### src/rtl/uni_ctrl_multiciclo.sv
// uni_ctrl_multiciclo: multi-cycle MIPS control FSM (Moore) with memory stall/timeout and illegal-opcode flag
module uni_ctrl_multiciclo #(
    parameter int OP_W        = 6,
    parameter int ALUOP_W     = 2,
    parameter int MEM_TIMEOUT = 15
) (
    input  logic               clk,
    input  logic               rst_n,
    input  logic               en,
    input  logic [OP_W-1:0]    Op,
    input  logic               mem_ready,
    output logic               PCWrite,
    output logic               Branch,
    output logic [1:0]         PCSrc,
    output logic               IorD,
    output logic               MemRead,
    output logic               MemToWrite,
    output logic               IRWrite,
    output logic               RegDst,
    output logic               MemToReg,
    output logic               RegToWrite,
    output logic               ALUSrcA,
    output logic [1:0]         ALUSrcB,
    output logic [ALUOP_W-1:0] AluOp,
    output logic               illegal_op,
    output logic               mem_err
);
    localparam logic [OP_W-1:0] OP_R    = OP_W'(6'b000000);
    localparam logic [OP_W-1:0] OP_LW   = OP_W'(6'b100011);
    localparam logic [OP_W-1:0] OP_SW   = OP_W'(6'b101011);
    localparam logic [OP_W-1:0] OP_BEQ  = OP_W'(6'b000100);
    localparam logic [OP_W-1:0] OP_ADDI = OP_W'(6'b001000);
    localparam logic [OP_W-1:0] OP_J    = OP_W'(6'b000010);

    typedef enum logic [3:0] {
        S_IDLE, S_FETCH, S_DECODE, S_MEMADR, S_MEMRD, S_MEMWB, S_MEMWR,
        S_EXEC_R, S_ALUWB, S_BEQ, S_ADDI_EX, S_ADDI_WB, S_JUMP
    } state_t;

    state_t     r_state, w_next;
    logic [7:0] r_cnt;
    logic       w_mem_st, w_timeout, w_illegal;

    assign w_mem_st  = (r_state == S_FETCH) || (r_state == S_MEMRD) || (r_state == S_MEMWR);
    // the timeout fires on the MEM_TIMEOUT-th stalled cycle; a completing cycle never times out
    assign w_timeout = w_mem_st && !mem_ready && (r_cnt == 8'(MEM_TIMEOUT - 1));

    always_ff @(posedge clk or negedge rst_n) begin
        if (!rst_n) begin
            r_state    <= S_IDLE;
            r_cnt      <= 8'd0;
            illegal_op <= 1'b0;
            mem_err    <= 1'b0;
        end else begin
            r_state <= w_next;
            r_cnt   <= (w_mem_st && !mem_ready && !w_timeout) ? r_cnt + 8'd1 : 8'd0;
            if (w_illegal) illegal_op <= 1'b1;
            if (w_timeout) mem_err <= 1'b1;
        end
    end

    always_comb begin
        w_next     = r_state;
        w_illegal  = 1'b0;
        PCWrite    = 1'b0;
        Branch     = 1'b0;
        PCSrc      = 2'b00;
        IorD       = 1'b0;
        MemRead    = 1'b0;
        MemToWrite = 1'b0;
        IRWrite    = 1'b0;
        RegDst     = 1'b0;
        MemToReg   = 1'b0;
        RegToWrite = 1'b0;
        ALUSrcA    = 1'b0;
        ALUSrcB    = 2'b00;
        AluOp      = '0;
        case (r_state)
            S_IDLE: w_next = en ? S_FETCH : S_IDLE;
            S_FETCH: begin
                MemRead = 1'b1;
                IRWrite = 1'b1;
                PCWrite = 1'b1;
                ALUSrcB = 2'b01;
                w_next  = mem_ready ? S_DECODE : (w_timeout ? S_IDLE : S_FETCH);
            end
            S_DECODE: begin
                ALUSrcB = 2'b11;
                case (Op)
                    OP_R:         w_next = S_EXEC_R;
                    OP_LW, OP_SW: w_next = S_MEMADR;
                    OP_BEQ:       w_next = S_BEQ;
                    OP_ADDI:      w_next = S_ADDI_EX;
                    OP_J:         w_next = S_JUMP;
                    default: begin
                        w_next    = S_FETCH;
                        w_illegal = 1'b1;
                    end
                endcase
            end
            S_MEMADR: begin
                ALUSrcA = 1'b1;
                ALUSrcB = 2'b10;
                w_next  = (Op == OP_LW) ? S_MEMRD : S_MEMWR;
            end
            S_MEMRD: begin
                MemRead = 1'b1;
                IorD    = 1'b1;
                w_next  = mem_ready ? S_MEMWB : (w_timeout ? S_FETCH : S_MEMRD);
            end
            S_MEMWB: begin
                RegToWrite = 1'b1;
                MemToReg   = 1'b1;
                w_next     = S_FETCH;
            end
            S_MEMWR: begin
                MemToWrite = 1'b1;
                IorD       = 1'b1;
                w_next     = (mem_ready || w_timeout) ? S_FETCH : S_MEMWR;
            end
            S_EXEC_R: begin
                ALUSrcA = 1'b1;
                AluOp   = ALUOP_W'(2'b10);
                w_next  = S_ALUWB;
            end
            S_ALUWB: begin
                RegToWrite = 1'b1;
                RegDst     = 1'b1;
                w_next     = S_FETCH;
            end
            S_BEQ: begin
                ALUSrcA = 1'b1;
                AluOp   = ALUOP_W'(2'b01);
                Branch  = 1'b1;
                PCSrc   = 2'b01;
                w_next  = S_FETCH;
            end
            S_ADDI_EX: begin
                ALUSrcA = 1'b1;
                ALUSrcB = 2'b10;
                w_next  = S_ADDI_WB;
            end
            S_ADDI_WB: begin
                RegToWrite = 1'b1;
                w_next     = S_FETCH;
            end
            S_JUMP: begin
                PCWrite = 1'b1;
                PCSrc   = 2'b10;
                w_next  = S_FETCH;
            end
            default: w_next = S_IDLE;
        endcase
    end
endmodule
### config.mk
export PLATFORM = sky130hd
export DESIGN_NAME = uni_ctrl_multiciclo
export DESIGN_NICKNAME = d
export VERILOG_FILES = /design/src/rtl/uni_ctrl_multiciclo.sv
export SDC_FILE = /design/constraint.sdc
export NUM_CORES = 1
export LEC_CHECK = 0
export ABC_AREA = 1
export BUFFER_PORTS_ARGS = -buffer_cell sky130_fd_sc_hd__buf_2
export CAP_MARGIN = 20
export CORE_MARGIN = 2
export CORE_UTILIZATION = 55
export DETAILED_ROUTE_END_ITERATION = 7
export GPL_TIMING_DRIVEN = 0
export PLACE_DENSITY_LB_ADDON = 0.3
export SLEW_MARGIN = 40
export SYNTH_ARGS = -nofsm -noshare
export SYNTH_HDL_FRONTEND = slang
export SYNTH_SLANG_ARGS = --single-unit
### constraint.sdc
create_clock -name clk -period 3.65 [get_ports clk]
set_input_delay 0.9125 -clock clk [delete_from_list [all_inputs] [get_ports clk]]
set_output_delay 0.9125 -clock clk [all_outputs]
set_load 0.01 [all_outputs]
==> metrics <==
Hold Vio Cnt, Final 0; CTS tree yes; most frequent cells in the layout nor2_1, nand2_1, buf_2, inv_1, nand3_1; CP max FO 5; Die Y 46.9 um; Fillers 157; status finished, final reports clean; cts hold-fix bufs 0; Final Cell Area 1210 um^2; initial antenna violation count 0; Net Switching 304 uW; pwr dens 543 nW/um^2; Max IR drop VDD 0.000353 V; all-layer global routing usage 0.232; final std cells w/o fill 211; post-CTS resize count 0; startpoint type of the worst setup path flop; Mapped Cells 155; vias per inst 5.23; synth warn 0; maxcap violations 0; switch share 0.462; Clock Pin Slew Worst Setup and Hold Paths 0.08 ns; Netlist cell types 19; fin. max-slew vios 0; postcts setup bufs 0; dpl hpwl 1750 um; syn nets 167; syn avg cell area 6.52 um^2; Rel. slew slack 0.689; DRC Markers 0; number of diodes 0; Max Fclk 0.402 GHz; Layout Nets 199; sequential standard cell area 350 um^2; Slew @ Worst Pin 0.463 ns; placer congestion estimate 0.856; Combinational Power Share 0.519; vias in the first global route 889; clock sinks 14; setup TNS 0 ns; DP Area 1180 um^2; RSZ-0062 raised after global routing false; CTS buffer count 3; clock buffer depth 2; register area share after synthesis 0.347; Detailed Route WL 2210 um; post-route clock period utilization 0.682; GRT overflow 0; largest net degree at the start of global routing 15; commonest non-fill, non-tap cell in the layout nor2_1; internal power 355 uW; post-route setup slack 1.16 ns; pre-CTS WS 1.48 ns; Detail Route Antenna Nets 0; final setup fails 0; Initial Util 0.586; leakage 0.000673 uW; Critical Path AT 1.58 ns; synth-to-layout area growth 20.0%; sequential share of power 0.317; DR vias 1,103; Hold WC Path Type reg2reg; Top Ports 28; core area 1730 um^2; Clock Latency Late Sink 0.27 ns; post-placement cell count 207; H-tree depth 1; Initial DRT Pass Iterations 4; Critical Path RT 2.74 ns; area taken by multi-input logic gates 556 um^2; DR WL/cell 10.5 um; Port Buffers 27; layout cell share with drive strength beyond 1 0.220; root buffer cell clkbuf_4; Die Wd 46.9 um; Die ar. 2200 um^2; synthesized area 1010 um^2; critical path class reg2out; first-pass GRT wire length 3640 um; final worst path period need 2.49 ns; Final Skew 0.00307 ns; DRT iter0 DRCs 41; Seq cells post-synth 14; Worst setup EP type output port; Site Rows 15; clock network fraction of total power 0.164
==> worst paths after layout <==
check	startpoint	to	slack (ns)	depth (start not counted)
max in group asynchronous	rst_n	r_state[2]	2.90	1
min in group asynchronous	rst_n	r_cnt[7]	0.52	1
max	r_state[3]	PCSrc[0]	1.16	6
min	mem_err	mem_err	0.46	2
min reg2reg	mem_err	mem_err	0.46	2
max reg2reg	r_state[2]	r_state[2]	2.23	6
==> registers in the layout, indices dropped and copies added (netlist names) <==
register    count
r_state         4
mem_err         1
illegal_op      1
r_cnt           8
==> per-layer routing <==
layer	up-vias	wire length, um	global-route usage
li1	549	-	-
met2	51	1010	0.359
met5	-	0	0
met1	495	987	0.317
met4	0	52	0.0667
met3	8	163	0.0692
==> cells by family after synthesis <==
group,after synthesis,synth area share
AND/OR/NAND/NOR,99,0.444
buffers and inverters,26,0.104
flip-flops,14,0.347
AO/OA/AOI/OAI,12,0.0631
XOR/XNOR,2,0.0173
adder cells (fa/ha/maj),2,0.0247
==> power groups by stage <==
| stage | sequential [uW] | combinational (uW) | clock (uW) |
|---|---|---|---|
| 6_report | 209 | 342 | 108 |
| 5_1_grt | 213 | 380 | 118 |
| 4_1_cts | 208 | 339 | 111 |
| 3_5_place_dp | 211 | 337 | 0 |
| 3_3_place_gp | 211 | 327 | 0 |
| 2_1_floorplan | 204 | 234 | 0 |
==> through the flow <==
stage	util	hold WS [ns]	total power, uW
after global routing	0.703	0.493	711
after floorplan	-	0.453	438
after CTS	0.703	0.468	658
after global placement	0.682	0.444	538
after detailed placement	0.682	0.447	548
final	0.703	0.461	659
==> cells in the mapped netlist (all sizes together) <==
master | instances | share of area
nand2 | 35 | 0.13
ha | 2 | 0.025
o22ai | 1 | 0.0062
nor4 | 1 | 0.0062
dfrtp | 14 | 0.35
inv | 24 | 0.089
nor3b | 3 | 0.037
xor2 | 2 | 0.017
nor2 | 39 | 0.14
a21oi | 3 | 0.015
nor3 | 2 | 0.015
buf | 2 | 0.015
nand3 | 19 | 0.11
o21ai | 7 | 0.035
o21bai | 1 | 0.0074
==> layout make-up <==
type                    instances  share of cell area
plain buffers                   2              0.0124
clock buffers                   4              0.0299
inverters                      24              0.0742
multi-input cells             115               0.458
flip-flops and latches         14               0.289
well taps                      25              0.0258
repair buffers                 27               0.111
==> critical path, stage by stage, from the launching register on <==
cell and delay [ns]:
dfrtp_1 0.39, inv_1 0.09, nor2_1 0.26, inv_1 0.12, nor2_1 0.19, buf_4 0.14, buf_2 0.11
(Power assumes the default switching activity.)
